$ cat config.mk
export PLATFORM = sky130hd
export DESIGN_NAME = lcd_driver
export DESIGN_NICKNAME = d
export VERILOG_FILES = /design/src/rtl/lcd_pkg.sv /design/src/rtl/lcd_driver.sv
export SDC_FILE = /design/constraint.sdc
export NUM_CORES = 1
export LEC_CHECK = 0
export CORE_ASPECT_RATIO = 0.5
export CORE_MARGIN = 10
export CORE_UTILIZATION = 28
export CTS_CLUSTER_DIAMETER = 120
export DETAILED_ROUTE_END_ITERATION = 8
export DONT_BUFFER_PORTS = 1
export PLACE_DENSITY = 0.45
export SLEW_MARGIN = 15
export SYNTH_ARGS = -nofsm -noshare
export SYNTH_HDL_FRONTEND = slang
export SYNTH_SLANG_ARGS = --single-unit
$ cat constraint.sdc
create_clock -name i_clk -period 5.98 [get_ports i_clk]
set_input_delay 1.196 -clock i_clk [delete_from_list [all_inputs] [get_ports i_clk]]
set_output_delay 1.196 -clock i_clk [all_outputs]
set_load 0.1 [all_outputs]
$ cat src/rtl/lcd_pkg.sv
// ============================================================================
// lcd_pkg : shared types and constants for the HD44780 LCD driver
// Rev 1.0 : initial release
// ============================================================================
`default_nettype none

package lcd_pkg;

    typedef enum logic [2:0] {
        ST_INIT_WAIT = 3'd0,
        ST_IDLE      = 3'd1,
        ST_SETUP     = 3'd2,
        ST_PULSE     = 3'd3,
        ST_HOLD      = 3'd4,
        ST_EXEC      = 3'd5
    } lcd_state_t;

    localparam int IDX_RS  = 8;
    localparam int IDX_REQ = 9;
    localparam int IDX_ON  = 31;

    localparam logic [7:0] c_cmd_func_set = 8'h38;
    localparam logic [7:0] c_cmd_disp_on  = 8'h0C;
    localparam logic [7:0] c_cmd_clear    = 8'h01;
    localparam logic [7:0] c_cmd_entry    = 8'h06;
    localparam int         c_init_len     = 4;

    function automatic logic [7:0] init_cmd(input logic [1:0] idx);
        logic [7:0] cmd;
        case (idx)
            2'd0:    cmd = c_cmd_func_set;
            2'd1:    cmd = c_cmd_disp_on;
            2'd2:    cmd = c_cmd_clear;
            default: cmd = c_cmd_entry;
        endcase
        return cmd;
    endfunction

    function automatic int max2(input int a, input int b);
        return (a > b) ? a : b;
    endfunction

    // Clear (0x01) and home (0x02/0x03) need the long execution wait.
    function automatic logic is_long_cmd(input logic rs, input logic [7:0] b);
        return !rs && (b[7:2] == 6'd0) && (b != 8'd0);
    endfunction

endpackage

`default_nettype wire

$ cat src/rtl/lcd_driver.sv
// ============================================================================
// lcd_driver : HD44780 write-only bus sequencer with one-deep request buffer.
//              Optional power-up init sequence when LCD_INIT_EN is defined.
// Rev 1.0    : initial release
// ============================================================================
`default_nettype none

module lcd_driver
    import lcd_pkg::*;
#(
    parameter int T_SETUP     = 4,
    parameter int T_PULSE     = 25,
    parameter int T_HOLD      = 4,
    parameter int T_EXEC      = 2500,
    parameter int T_EXEC_LONG = 82000,
    parameter int T_POWERUP   = 2000000
) (
    input  logic        i_clk,
    input  logic        i_reset,
    input  logic [31:0] i_lcd_word,
    output logic [7:0]  o_lcd_data,
    output logic        o_lcd_rs,
    output logic        o_lcd_rw,
    output logic        o_lcd_en,
    output logic        o_lcd_on,
    output logic        o_busy,
    output logic        o_overrun
);

    localparam int c_max_t = max2(max2(max2(T_SETUP, T_PULSE), max2(T_HOLD, T_EXEC)),
                                  max2(T_EXEC_LONG, T_POWERUP));
    localparam int c_cnt_w = $clog2(c_max_t + 1);

    localparam logic [c_cnt_w-1:0] c_setup_end = c_cnt_w'(T_SETUP - 1);
    localparam logic [c_cnt_w-1:0] c_pulse_end = c_cnt_w'(T_PULSE - 1);
    localparam logic [c_cnt_w-1:0] c_hold_end  = c_cnt_w'(T_HOLD - 1);
    localparam logic [c_cnt_w-1:0] c_exec_end  = c_cnt_w'(T_EXEC - 1);
    localparam logic [c_cnt_w-1:0] c_long_end  = c_cnt_w'(T_EXEC_LONG - 1);
`ifdef LCD_INIT_EN
    localparam logic [c_cnt_w-1:0] c_powerup_end = c_cnt_w'(T_POWERUP - 1);
    localparam lcd_state_t         c_reset_state = ST_INIT_WAIT;
`else
    localparam lcd_state_t         c_reset_state = ST_IDLE;
`endif

    lcd_state_t          r_state;
    lcd_state_t          w_state_nxt;
    logic [c_cnt_w-1:0]  r_cnt;
    logic [c_cnt_w-1:0]  w_end;
    logic                w_last;

    logic                r_prev_req;
    logic                w_req;
    logic [7:0]          r_cap_data;
    logic                r_cap_rs;
    logic [7:0]          r_pend_data;
    logic                r_pend_rs;
    logic                r_pend_valid;
    logic                r_overrun;
    logic                r_busy;
    logic                r_en;
    logic                r_on;

    logic                w_init_left;
    logic [7:0]          w_init_byte;
    logic                w_init_step;
    logic                w_take_pend;
    logic                w_direct;
    logic                w_load;
    logic [7:0]          w_load_data;
    logic                w_load_rs;
    logic                w_queue;
    logic                w_fill;
    logic                w_drop;
    logic                w_pend_valid_nxt;
    logic                w_unused_word;

    assign w_req         = i_lcd_word[IDX_REQ] ^ r_prev_req;
    assign w_unused_word = ^i_lcd_word[30:10];

`ifdef LCD_INIT_EN
    logic [2:0] r_init_idx;

    assign w_init_left = (r_init_idx < 3'(c_init_len));
    assign w_init_byte = init_cmd(r_init_idx[1:0]);

    always_ff @(posedge i_clk or negedge i_reset) begin
        if (!i_reset) begin
            r_init_idx <= 3'd0;
        end else if (w_init_step) begin
            r_init_idx <= r_init_idx + 3'd1;
        end
    end
`else
    assign w_init_left = 1'b0;
    assign w_init_byte = 8'h00;
`endif

    // State register plus everything that advances with it
    always_ff @(posedge i_clk or negedge i_reset) begin
        if (!i_reset) begin
            r_state      <= c_reset_state;
            r_cnt        <= '0;
            r_prev_req   <= 1'b0;
            r_cap_data   <= 8'h00;
            r_cap_rs     <= 1'b0;
            r_pend_data  <= 8'h00;
            r_pend_rs    <= 1'b0;
            r_pend_valid <= 1'b0;
            r_overrun    <= 1'b0;
            r_busy       <= 1'b0;
            r_en         <= 1'b0;
            r_on         <= 1'b0;
        end else begin
            r_state      <= w_state_nxt;
            r_cnt        <= (w_last || r_state == ST_IDLE) ? '0 : r_cnt + 1'b1;
            r_prev_req   <= i_lcd_word[IDX_REQ];
            r_pend_valid <= w_pend_valid_nxt;
            r_busy       <= (w_state_nxt != ST_IDLE) | w_pend_valid_nxt;
            r_en         <= (w_state_nxt == ST_PULSE);
            r_on         <= i_lcd_word[IDX_ON];
            if (w_load) begin
                r_cap_data <= w_load_data;
                r_cap_rs   <= w_load_rs;
            end
            if (w_fill) begin
                r_pend_data <= i_lcd_word[7:0];
                r_pend_rs   <= i_lcd_word[IDX_RS];
            end
            if (w_drop) begin
                r_overrun <= 1'b1;
            end
        end
    end

    // Next-state logic, including phase length selection
    always_comb begin
        w_end = '0;
        case (r_state)
`ifdef LCD_INIT_EN
            ST_INIT_WAIT: w_end = c_powerup_end;
`endif
            ST_SETUP:     w_end = c_setup_end;
            ST_PULSE:     w_end = c_pulse_end;
            ST_HOLD:      w_end = c_hold_end;
            ST_EXEC:      w_end = is_long_cmd(r_cap_rs, r_cap_data) ? c_long_end : c_exec_end;
            default:      w_end = '0;
        endcase
        w_last = (r_state != ST_IDLE) && (r_cnt == w_end);

        w_state_nxt = r_state;
        case (r_state)
`ifdef LCD_INIT_EN
            ST_INIT_WAIT: if (w_last) w_state_nxt = ST_SETUP;
`endif
            ST_IDLE:      if (w_req)  w_state_nxt = ST_SETUP;
            ST_SETUP:     if (w_last) w_state_nxt = ST_PULSE;
            ST_PULSE:     if (w_last) w_state_nxt = ST_HOLD;
            ST_HOLD:      if (w_last) w_state_nxt = ST_EXEC;
            ST_EXEC: begin
                if (w_last) begin
                    w_state_nxt = (w_init_left || r_pend_valid || w_req) ? ST_SETUP : ST_IDLE;
                end
            end
            default:      w_state_nxt = ST_IDLE;
        endcase
    end

    // Capture/pending control. A request arriving on the last EXEC cycle with
    // nothing queued is captured directly, matching the idle N+1 latency.
    always_comb begin
        w_init_step = 1'b0;
        w_take_pend = 1'b0;
        w_direct    = 1'b0;
        case (r_state)
`ifdef LCD_INIT_EN
            ST_INIT_WAIT: w_init_step = w_last;
`endif
            ST_IDLE:      w_direct = w_req;
            ST_EXEC: begin
                if (w_last) begin
                    if (w_init_left) begin
                        w_init_step = 1'b1;
                    end else if (r_pend_valid) begin
                        w_take_pend = 1'b1;
                    end else begin
                        w_direct = w_req;
                    end
                end
            end
            default: ;
        endcase

        w_load      = w_init_step | w_take_pend | w_direct;
        w_load_data = r_cap_data;
        w_load_rs   = r_cap_rs;
        if (w_init_step) begin
            w_load_data = w_init_byte;
            w_load_rs   = 1'b0;
        end else if (w_take_pend) begin
            w_load_data = r_pend_data;
            w_load_rs   = r_pend_rs;
        end else if (w_direct) begin
            w_load_data = i_lcd_word[7:0];
            w_load_rs   = i_lcd_word[IDX_RS];
        end

        w_queue          = w_req & ~w_direct;
        w_fill           = w_queue & (~r_pend_valid | w_take_pend);
        w_drop           = w_queue & ~w_fill;
        w_pend_valid_nxt = w_fill | (r_pend_valid & ~w_take_pend);
    end

    assign o_lcd_data = r_cap_data;
    assign o_lcd_rs   = r_cap_rs;
    assign o_lcd_rw   = 1'b0;
    assign o_lcd_en   = r_en;
    assign o_lcd_on   = r_on;
    assign o_busy     = r_busy;
    assign o_overrun  = r_overrun;

endmodule

`default_nettype wire

==> flow_summary.yaml <==
outcome:
  outcome: "finished clean"
critical_path:
  count_of_cells_along_the_worst_register_to_register_path: 7
  path_max_fanout: 9
  worst-endpoint-arrival_ns: 3.66
  r2r_setup_slk_ns: 2.50
  worst-setup-path-type: "register to register"
  setup.worst_path.end_class: "register"
  worst_r2r_startpoint: "o_lcd_data[3]"
  required_ns: 6.15
  setup.worst_path.start_class: "register"
  regToRegEndpoint: "r_pend_data[6]"
die:
  rows: 24
  boundaryPins: 48
  floorplan.core_area_mm2: 0.008648
  die_width_um: 153.0
  die-area_mm2: 0.01323
  chipHeight_um: 86.48
  start_util_pct: 28.62
sta:
  timing.hold.ws_ns: 0.5048
  slew_violations: 0
  unrepaired_setup_endpoints_after_global_routing: "no"
  worstMarginPinSlew_ns: 0.9575
  fin_tns_setup_ns: 0
  clock_skew_ns: 0.006498
  final_hold_violation_count: 0
  timing.final.crit_share_pct: 58.24
  setup_slack_ns: 2.497
  max_clock_freq_ghz: 0.2871
  relSlewSlack_pct: 36.17
  setup_violations: 0
  layout_min_cycle_time_ns: 3.483
global_route:
  grt_antenna_before_repair: 0
  grt_max_degree: 49
  overflow: 0
  gr-usage-all-layers_pct: 8.505
  vias_in_the_first_global_route: 1678
  grt_first_pass_wirelength_mm: 9.066
drt:
  wirelength_mm: 5.278
  drt-initial-drc-count: 88
  drc: 0
  post_drt_via_cell_ratio: 4.751
  detailedRoute.firstPassIterationCount: 4
  route.detailed.wl_per_inst_um: 15.48
  residual_antenna_violating_net_count_after_detailed_routing: 0
  vias: 1620
synth:
  synth_area_leaders: "dfrtp_1 (48%), mux2_2 (12%), xnor2_1 (5.0%), nor2_1 (4.6%), xor2_1 (3.2%)"
  yosysUniqueCellTypes: 46
  synthFlopType: "dfrtp_1"
  syn_avg_cell_area_um2: 10.85
  ffs_latches_synth: 48
  netlist.top_cell.by_area: "dfrtp_1"
  synthDominantCellAreaShare_pct: 47.52
  synth_enable_flop_cells: 0
  synth_cells: 228
  seq_area_frac_synth_pct: 48.58
  postSynth.asyncResetShare_pct: 100.0
  mappedNetlistArea_mm2: 0.002475
  yosys_warnings: 0
  syn-num-nets: 263
power_and_ir_drop:
  p_leak_uw: 0.001127
  pwr-share-comb_pct: 27.2
  pwr_density_cell_mw_per_mm2: 516.4
  vdd.ir_drop.worst_uv: 466.1
  pwr-share-clk_pct: 20.3
  power.share.switching_pct: 47.43
  seqPwrFrac_pct: 52.4
  power.internal_uw: 739.0
  p_sw_uw: 666.8
cts:
  clk_pin_slew_worst_paths_ns: 0.07
  tritoncts_clock_tree: "done"
  cts_max_path_buffers: 2
  cts_hold_repair.buffers: 0
  numCtsBuffers: 5
  numClockSinks: 48
  worst_skew_pair.late_latency_ns: 0.29
  postCtsSetupRepairBufs: 0
  clock_tree.htree_level_count: 2
  post_cts_resize_count: 0
  ctsRootBufferMaster: "clkbuf_16"
hold_path:
  hold_path.class: "register to register"
  min-delay-start: "r_pend_data[4]"
  timing.hold.worst_path_depth: 1
  hold_path_end: "o_lcd_data[4]"
cells_and_area:
  insertedDiodeCount: 0
  finalInstanceArea_mm2: 0.002723
  final_net_count: 258
  count_of_non_filler_cells_in_the_finished_layout: 341
  final_layout_size_suffix_gt1_share_pct: 18.30
  syn2layout_area_growth_pct: 10.01
  fillerInstances: 900
placement:
  dpl.hpwl_mm: 3.718
  detailedPlace.worstSlack_ns: 2.470
  gp_congestion: 0.7588
  place_inst: 333
  dpl-instance-area_mm2: 0.002571
  placement.io_buffers: 0
job:
  max_cap_viol_count: 0
[Yosys cell counts (all sizes together) (2+ instances only)]
master and instances:
dfrtp 47, nor2 30, mux2 27, xnor2 14, nand2 12, nand3 10, xor2 9, clkbuf 7
a21oi 5, and3 5, buf 5, nand2b 5, and2 3, and4 3, mux2i 3, nand4 3
nor3 3, nor4 3, o21ai 3, o21bai 3, a211o 2, inv 2, nand3b 2, nor3b 2
nor4bb 2, o2111ai 2, or3 2
[registers in the layout (all words and copies together), names as in the netlist, 3 cells and up]
| name | cells |
|---|---|
| r_cnt | 21 |
| o_lcd_data | 8 |
| r_state | 3 |
| r_pend_data | 8 |
[cells in the final DEF (no fill, tap or decap), types with 9 or more instances in the layout]
cell / netlist / routed
mux2_2: 26 / 26
nand2_1: 12 / 12
dfrtp_1: 47 / 47
nand3_1: 9 / 9
nor2_1: 30 / 30
xnor2_1: 14 / 14
xor2_1: 9 / 9
[metrics by stage]
stage / total power [µW] / utilization, %
floorplan: 1053 / -
global placement: 1127 / 29.73
detailed placement: 1135 / 29.73
CTS: 1430 / 31.48
global route: 1499 / 31.48
finish: 1406 / 31.48
[logic make-up after synthesis]
| family | synth area share [%] |
|---|---|
| adders and majority gates | 0.5055 |
| buffers and inverters | 2.478 |
| and+or+nand+nor | 19.62 |
| other | 0.1515 |
| muxes | 13.50 |
| xor gates and xnor gates | 8.140 |
| DFF | 48.58 |
| AOI/OAI and AO/OA | 7.028 |
[critical path, stage by stage, from the launching register on]
cell,delay (ns)
dfrtp_1,0.75
or4_4,0.73
nor3_1,0.32
mux2i_1,0.27
o21a_1,0.15
nand3_1,0.17
a221oi_4,0.57
mux2_2,0.40
[area by class of cell]
cell class	instances	area (µm²)	area share [%]
multi-input cells	166	1215	44.62
flip-flops and latches	48	1202	44.16
well taps	117	146.4	5.377
clock buffers	7	142.6	5.239
clock inverters	1	8.758	0.3217
inverters	2	7.507	0.2757
[worst max-delay path by stage]
stage / from / endpoint / slack (ns) / cells past startpoint
3_5_place_dp: o_lcd_data[3] / r_pend_data[2] / 2.47 / 7
4_1_cts: o_lcd_data[3] / r_pend_data[6] / 2.44 / 7
5_1_grt: o_lcd_data[3] / r_pend_data[1] / 2.28 / 7
3_3_place_gp: o_lcd_data[3] / r_pend_data[2] / 2.47 / 7
6_report: o_lcd_data[3] / r_pend_data[6] / 2.50 / 7
2_1_floorplan: o_lcd_data[3] / o_lcd_data[0] / 2.84 / 8
[per-layer routing]
layer  track usage (%)  up-vias  wire length (µm)
met5                 0        -                 0
met1             10.40      801              2495
met2             13.03       30              2348
met3             3.460        7               331
met4             3.701        0               104
li1                  -      782                 -
[power by group through the flow]
| stage | Clock (µW) | Combinational, µW | Sequential [µW] |
|---|---|---|---|
| floorplan | 0 | 356 | 697 |
| global placement | 0 | 385 | 742 |
| detailed placement | 0 | 391 | 744 |
| CTS | 300 | 392 | 738 |
| global route | 317 | 431 | 751 |
| finish | 286 | 383 | 737 |
Note: power is estimated with default switching activity, not from simulation.
